### src/rtl/compare_arbiter.sv
// Two-port arbiter in front of one shared 4-bit unsigned comparator.
// Define COMPARE_ARBITER_RR_EN for round-robin tie-breaking; the default is fixed priority (port 0).
module compare_arbiter (
    input  logic       clk,
    input  logic       rst_n,
    input  logic       req0,
    input  logic [3:0] a0,
    input  logic [3:0] b0,
    input  logic       req1,
    input  logic [3:0] a1,
    input  logic [3:0] b1,
    output logic       gnt0,
    output logic       gnt1,
    output logic       done0,
    output logic       done1,
    output logic       less,
    output logic       greater,
    output logic       equal,
    output logic       busy
);

    typedef enum logic [1:0] {StIdle, StCmp, StResp} state_e;

    state_e     state_q, state_d;
    logic       winner_q, winner_d;  // 0: port 0 owns the comparator, 1: port 1
    logic [3:0] op_a_q, op_a_d;
    logic [3:0] op_b_q, op_b_d;
    logic       less_q, greater_q, equal_q;
    logic       cmp_lt, cmp_gt;
    logic       tie_pick;

`ifdef COMPARE_ARBITER_RR_EN
    logic last_q;  // 1: port 1 was served last

    always_ff @(posedge clk or negedge rst_n) begin
        if (!rst_n) begin
            last_q <= 1'b1;
        end else if (state_q == StIdle && (req0 || req1)) begin
            last_q <= winner_d;
        end
    end

    assign tie_pick = ~last_q;
`else
    assign tie_pick = 1'b0;
`endif

    // State register
    always_ff @(posedge clk or negedge rst_n) begin
        if (!rst_n) begin
            state_q  <= StIdle;
            winner_q <= 1'b0;
            op_a_q   <= 4'd0;
            op_b_q   <= 4'd0;
        end else begin
            state_q  <= state_d;
            winner_q <= winner_d;
            op_a_q   <= op_a_d;
            op_b_q   <= op_b_d;
        end
    end

    // Next-state logic
    always_comb begin
        state_d  = state_q;
        winner_d = winner_q;
        op_a_d   = op_a_q;
        op_b_d   = op_b_q;
        unique case (state_q)
            StIdle: begin
                if (req0 || req1) begin
                    winner_d = (req0 && req1) ? tie_pick : req1;
                    op_a_d   = winner_d ? a1 : a0;
                    op_b_d   = winner_d ? b1 : b0;
                    state_d  = StCmp;
                end
            end
            StCmp:   state_d = StResp;
            StResp:  state_d = StIdle;
            default: state_d = StIdle;
        endcase
    end

    // The single shared comparator, fed only from the latched operands
    assign cmp_lt = op_a_q < op_b_q;
    assign cmp_gt = op_b_q < op_a_q;

    always_ff @(posedge clk or negedge rst_n) begin
        if (!rst_n) begin
            less_q    <= 1'b0;
            greater_q <= 1'b0;
            equal_q   <= 1'b0;
        end else if (state_q == StCmp) begin
            less_q    <= cmp_lt;
            greater_q <= cmp_gt;
            equal_q   <= ~(cmp_lt | cmp_gt);
        end
    end

    // Output logic
    always_comb begin
        gnt0    = 1'b0;
        gnt1    = 1'b0;
        done0   = 1'b0;
        done1   = 1'b0;
        busy    = (state_q != StIdle);
        less    = less_q;
        greater = greater_q;
        equal   = equal_q;
        unique case (state_q)
            StIdle: ;
            StCmp: begin
                gnt0 = ~winner_q;
                gnt1 = winner_q;
            end
            StResp: begin
                gnt0  = ~winner_q;
                gnt1  = winner_q;
                done0 = ~winner_q;
                done1 = winner_q;
            end
            default: ;
        endcase
    end

endmodule

### config.mk
export PLATFORM = sky130hd
export DESIGN_NAME = compare_arbiter
export DESIGN_NICKNAME = d
export VERILOG_FILES = /design/src/rtl/compare_arbiter.sv
export SDC_FILE = /design/constraint.sdc
export NUM_CORES = 1
export LEC_CHECK = 0
export CAP_MARGIN = 0
export CORE_MARGIN = 2
export CORE_UTILIZATION = 36
export CTS_CLUSTER_DIAMETER = 200
export DETAILED_ROUTE_END_ITERATION = 6
export PLACE_DENSITY = 0.76
export SETUP_SLACK_MARGIN = 0.2
export SLEW_MARGIN = 5
export SYNTH_ARGS = -nofsm -noshare
export SYNTH_HDL_FRONTEND = slang
export SYNTH_SLANG_ARGS = --single-unit
export TNS_END_PERCENT = 30
### constraint.sdc
create_clock -name clk -period 1.6 [get_ports clk]
set_input_delay 0.4 -clock clk [delete_from_list [all_inputs] [get_ports clk]]
set_output_delay 0.4 -clock clk [all_outputs]
set_load 0.005 [all_outputs]
After elaboration in Yosys (flattened, before gate mapping)

Index checks and enable logic that the tools add are counted.

Muxes and demuxes: 9
Reduce and logical (&&, ||, !) cells: 6
Equal/unequal tests: 3
$lt $le $gt $ge: 2
Bitwise logic cells: 3

Operator list:

| kind                                                                  | count |
|---|---|
| 4-bit < comparator                                                    | 2 |
| 4-bit two-way mux                                                     | 2 |
| 1-bit two-way mux                                                     | 5 |
| 2-bit case mux with 2 select lines                                    | 1 |
| 2-bit by 1-bit equality test with 1-bit output, second input constant | 1 |
| 2-bit equality test, second input constant                            | 1 |
| 2-bit zero test                                                       | 1 |
| 2-bit two-way mux                                                     | 1 |
| 2-bit != test, second input constant                                  | 1 |
| 1-bit NOT                                                             | 2 |
| 2-bit AND reduction                                                   | 1 |
| 2-bit nonzero test                                                    | 1 |
| 2-bit OR reduction                                                    | 1 |
| 1-bit logical AND                                                     | 1 |
| 1-bit logical OR                                                      | 1 |
| 1-bit OR                                                              | 1 |

Input bits: 20
Word-level logic and storage cells: 30
Bits in registers: 14
Output and inout bits: 8

Depth between registers and ports, before layout

Gate-level depths: netlist of run 1.

Depth after elaboration: 3
Gate-level depth with buffers: 6
Mapped depth without buffers: 6

Worst setup path after synthesis of run 1

OpenSTA, ideal clock, no wires.

Kind: register -> register
From: reg state_q[1]
To: reg state_q[1]
Slack: 0.250 ns
Library setup time: 0.120 ns
Cell stages (with the launch flop): 7
Required time: 1.480 ns
Arrival time: 1.230 ns
Clock period less this slack: 1.350 ns
Path through: dfrtp_1 inv_1 ha_1 inv_2 or3_4 nand2_1 o21ai_2

Cells in the longest elaborated chain, start to end: 2

RTL lines:

| what                                                                                     | RTL line | RTL |
|---|---|---|
| from (decl)                                                                              | 24       | `state_e state_q, state_d;` |
| from (signal assigned)                                                                   | 51       | `state_q <= StIdle;` |
| from (signal assigned)                                                                   | 56       | `state_q <= state_d;` |
| 2-bit by 1-bit equality test with 1-bit output / 2-bit zero test (equally long branches) | 69       | `unique case (state_q)` |
| 2-bit case mux with 2 select lines / 2-bit != test (equally long branches)               | --       |  |

Several ways; a longest one is shown, not always the timed one.
A chain may end at the register's enable or synchronous reset.

Worst setup path in the final report of run 1

From: reg state_q[0]
To: out gnt0

Cells in the longest elaborated chain, start to end: 3

RTL lines:

| what                                                                                         | RTL line | RTL |
|---|---|---|
| 2-bit by 1-bit equality test with 1-bit output / 2-bit equality test (equally long branches) | 110      | `unique case (state_q)` |
| 2-bit OR reduction (no line) (*)                                                             | --       |  |
| 1-bit two-way mux (*)                                                                        | --       |  |
| to (decl)                                                                                    | 12       | `output logic gnt0,` |

Mark *: on every way between the ends. The rest lies on a longest branch, timed or not.

==> impl_metrics.toml, run 1 <==
[outcome]
status = "finished, violations left"
violations = "setup timing"

[worst_setup_path]
critPathSlowestCell = "dfrtp_1"
crit_required_ps = 1200
worstSetupPathType = "reg2out"
worst_ep_arrival_time_ps = 1210
critPathLaunchType = "register"
critPathBufInv = 2
crit_family = "flip-flops"
worst_setup_path_end_kind = "primary output"
crit_fanout = 2
cp_slowest_stage_delay_ps = 370
crit_chain = "inv_2 > ha_4 > nor2b_4 > buf_2"

[flow_run]
cap_violations = 0

[synthesis]
synthFlopType = "dfrtp_1"
synth-compound-area-share_pct = 20.4
synth_area_leader_cell = "dfrtp_1"
yosys.area_share.simple_pct = 13.5
synth.top_cell.area_share_pct = 45.4
synth_cells = 82
synth_top_family_by_area = "compound AO/OA/AOI/OAI gates"
ys_seq_area_share_pct = 45.4
synth_edf_count = 0
synthXorXnorAreaFrac_pct = 0
yosys_warnings = 0
ys_ff_latch = 14
post_synth.cell_area_avg_sq_um = 9.41
ys_types = 19
synth_nets = 110
synthTopCellsByArea = "dfrtp_1 45%, ha_1 13%, a22oi_1 7.8%"
synthArstFlopShare_pct = 100
muxShareOfSynthArea_pct = 1.46
yosys.area_share.adder_pct = 13.0
syn-cell-area_sq_um = 772

[power_and_ir_drop]
ir_worst_vdd_v = 0.000820
swShare_pct = 38.5
combPwrFrac_pct = 59.0
p_clk_share_pct = 9.4
power.density_nw_per_um2 = 1670
seqPwrFrac_pct = 31.6
p_switching_mw = 0.779
p_int_mw = 1.24
p_leak_nw = 0.557
finalPower_mw = 2.02

[sta]
fmaxAchievable_ghz = 0.622
slew_viol_final = 0
grt_setup_unrepaired = "yes"
final.setup.worst_slack_ps = -7.79
period_share_pct = 100
finalSetupViolCount = 1
hold_viol = 0
tns_ps = -7.79
fin_skew_ps = 2.62
worst_pin_slew_ps = 337
hold_ws_ps = 435
slew_headroom_pct = 77.5
timing.final.crit_period_ps = 1610

[floorplan]
die_h_um = 50.3
initial_core_util_pct = 38.6
die_area_sq_um = 2530
die_w_um = 50.3
ios = 28
core_area_sq_um = 2000
fp-row-count = 16

[clock_network]
clockBufferDepth = 2
cts_tree = "yes"
clk_pin_slew_ps = 80
clkLatencyLatePin_ps = 270
cts.sinks = 14
root_buffer = "clkbuf_4"
h-tree-depth = 1
numCtsBuffers = 3
hold_buffers = 0

[hold_path]
hold_class = "in2async"

[cells_and_area]
post-route-util_pct = 60.4
synthToLayoutAreaGrowth_pct = 56.6
fin_nets = 150
design_area_sq_um = 1210
insertedDiodeCount = 0
drive_gt1_share_pct = 27.5

[global_routing]
grt_max_degree = 15
antenna_found_initial = 0
grt_pass1_wl_um = 3140
grt_util_all_layers_pct = 16.6
overflow = 0
grt_pass1_vias = 705

[detailed_routing]
ant_nets = 0
vias = 702
drt_pre_antenna_iters = 4
wire_per_inst_um = 12.6
finalWirelength_um = 1850
drc = 0
drtIter0Drc = 18
viasPerCell = 4.78

[placed_design]
place_area_sq_um = 1130
routabilityCongestion = 0.802
io_buffers = 27
hpwl_um = 1410
[cell usage in the layout, fill, tap and decap left out, drive strengths merged]
master / count
a21oi: 4
a22oi: 8
and2: 2
buf: 16
clkbuf: 3
clkdlybuf4s50: 19
dfrtp: 14
dlygate4sd2: 3
ha: 8
inv: 9
mux2: 1
nand2: 13
nor2: 2
nor2b: 3
nor3: 1
o21a: 1
o21ai: 10
o2bb2ai: 1
o31ai: 1
or3: 1
[final cells by class]
| type | instances | area, sq um |
|---|---|---|
| repair buffers | 38 | 334 |
| inverters | 9 | 36.3 |
| well taps | 27 | 33.8 |
| clock buffers | 3 | 22.5 |
| fillers | 169 | 793 |
| flip-flops and latches | 14 | 350 |
| multi-input cells | 56 | 432 |
[cells in the mapped netlist, drive strengths merged (2+ instances only)]
| master | count |
|---|---|
| a22oi | 8 |
| buf | 3 |
| ha | 8 |
| dfrtp | 14 |
| a21oi | 4 |
| nor2 | 2 |
| nor2b | 3 |
| nand2 | 13 |
| o21ai | 10 |
| inv | 9 |
| and2 | 2 |
[flip-flops by register name, indices dropped and copies added, names as in the netlist]
| register | cells |
|---|---|
| winner_q | 1 |
| op_b_q | 4 |
| greater | 1 |
| state_q | 2 |
| equal | 1 |
| op_a_q | 4 |
| less | 1 |
[path summary, 6_finish.rpt]
kind,end,cells past startpoint,from,slack (ps)
worst max-delay path,gnt0,4,state_q[0],-8
worst min-delay path,op_b_q[2],2,rst_n,430
worst max register to register,state_q[1],7,state_q[0],190
worst min register to register,op_a_q[2],2,op_a_q[2],490
max in group asynchronous,state_q[1],2,rst_n,1000
min in group clk,op_a_q[2],2,op_a_q[2],490
[worst register-to-register path: stages (launching register included)]
cell,delay (ps)
dfrtp_1,400
inv_2,80
ha_4,150
inv_4,40
buf_6,130
or3_4,390
nand2_2,70
o21ai_2,50
[stage by stage]
stage                     std cells  setup WS (ps)
after floorplan                  82            250
final                           147          -7.79
after CTS                       146          -5.67
after detailed placement        142           -193
after global placement          142          -90.3
after global routing            147          -85.2
[power groups by stage]
stage | combinational (mW) | clock (mW) | sequential, mW
after floorplan | 0.586 | 0 | 0.615
after global placement | 1.01 | 0 | 0.620
after detailed placement | 1.05 | 0 | 0.628
after CTS | 1.05 | 0.194 | 0.622
after global routing | 1.34 | 0.211 | 0.663
final | 1.19 | 0.190 | 0.638
[repair_timing]
item,in CTS,in global routing
hold endpoints to repair,0,0
buffers inserted,1,1
gates resized for setup,32,8
endpoints found under the setup margin,17,15
pin swaps,1,6
[kinds of logic after synthesis]
logic type	after synthesis
buffers and inverters	12
muxes	1
DFF	14
and+or+nand+nor	22
AOI/OAI and AO/OA	25
adders and majority gates	8
[routing by layer]
layer | vias up | share of wire (%) | wire length, um | track usage [%]
met2 | 14 | 53 | 987 | 29.6
li1 | 357 | - | - | -
met4 | 0 | 1.3 | 24 | 8.11
met5 | - | 0 | 0 | 0
met1 | 329 | 41 | 764 | 19.2
met3 | 2 | 4.1 | 76 | 2.68
No activity file was read; power rests on OpenSTA's default activity.
==> run 2, diff against run 1 <==
--- a/config.mk
+++ b/config.mk
@@ -12,7 +12,7 @@
 export DETAILED_ROUTE_END_ITERATION = 6
 export PLACE_DENSITY = 0.76
 export SETUP_SLACK_MARGIN = 0.2
-export SLEW_MARGIN = 5
+export SLEW_MARGIN = 20
 export SYNTH_ARGS = -nofsm -noshare
 export SYNTH_HDL_FRONTEND = slang
 export SYNTH_SLANG_ARGS = --single-unit
==> results of run 2 <==
No change in the layout: final DEF, timing and power equal those of run 1.
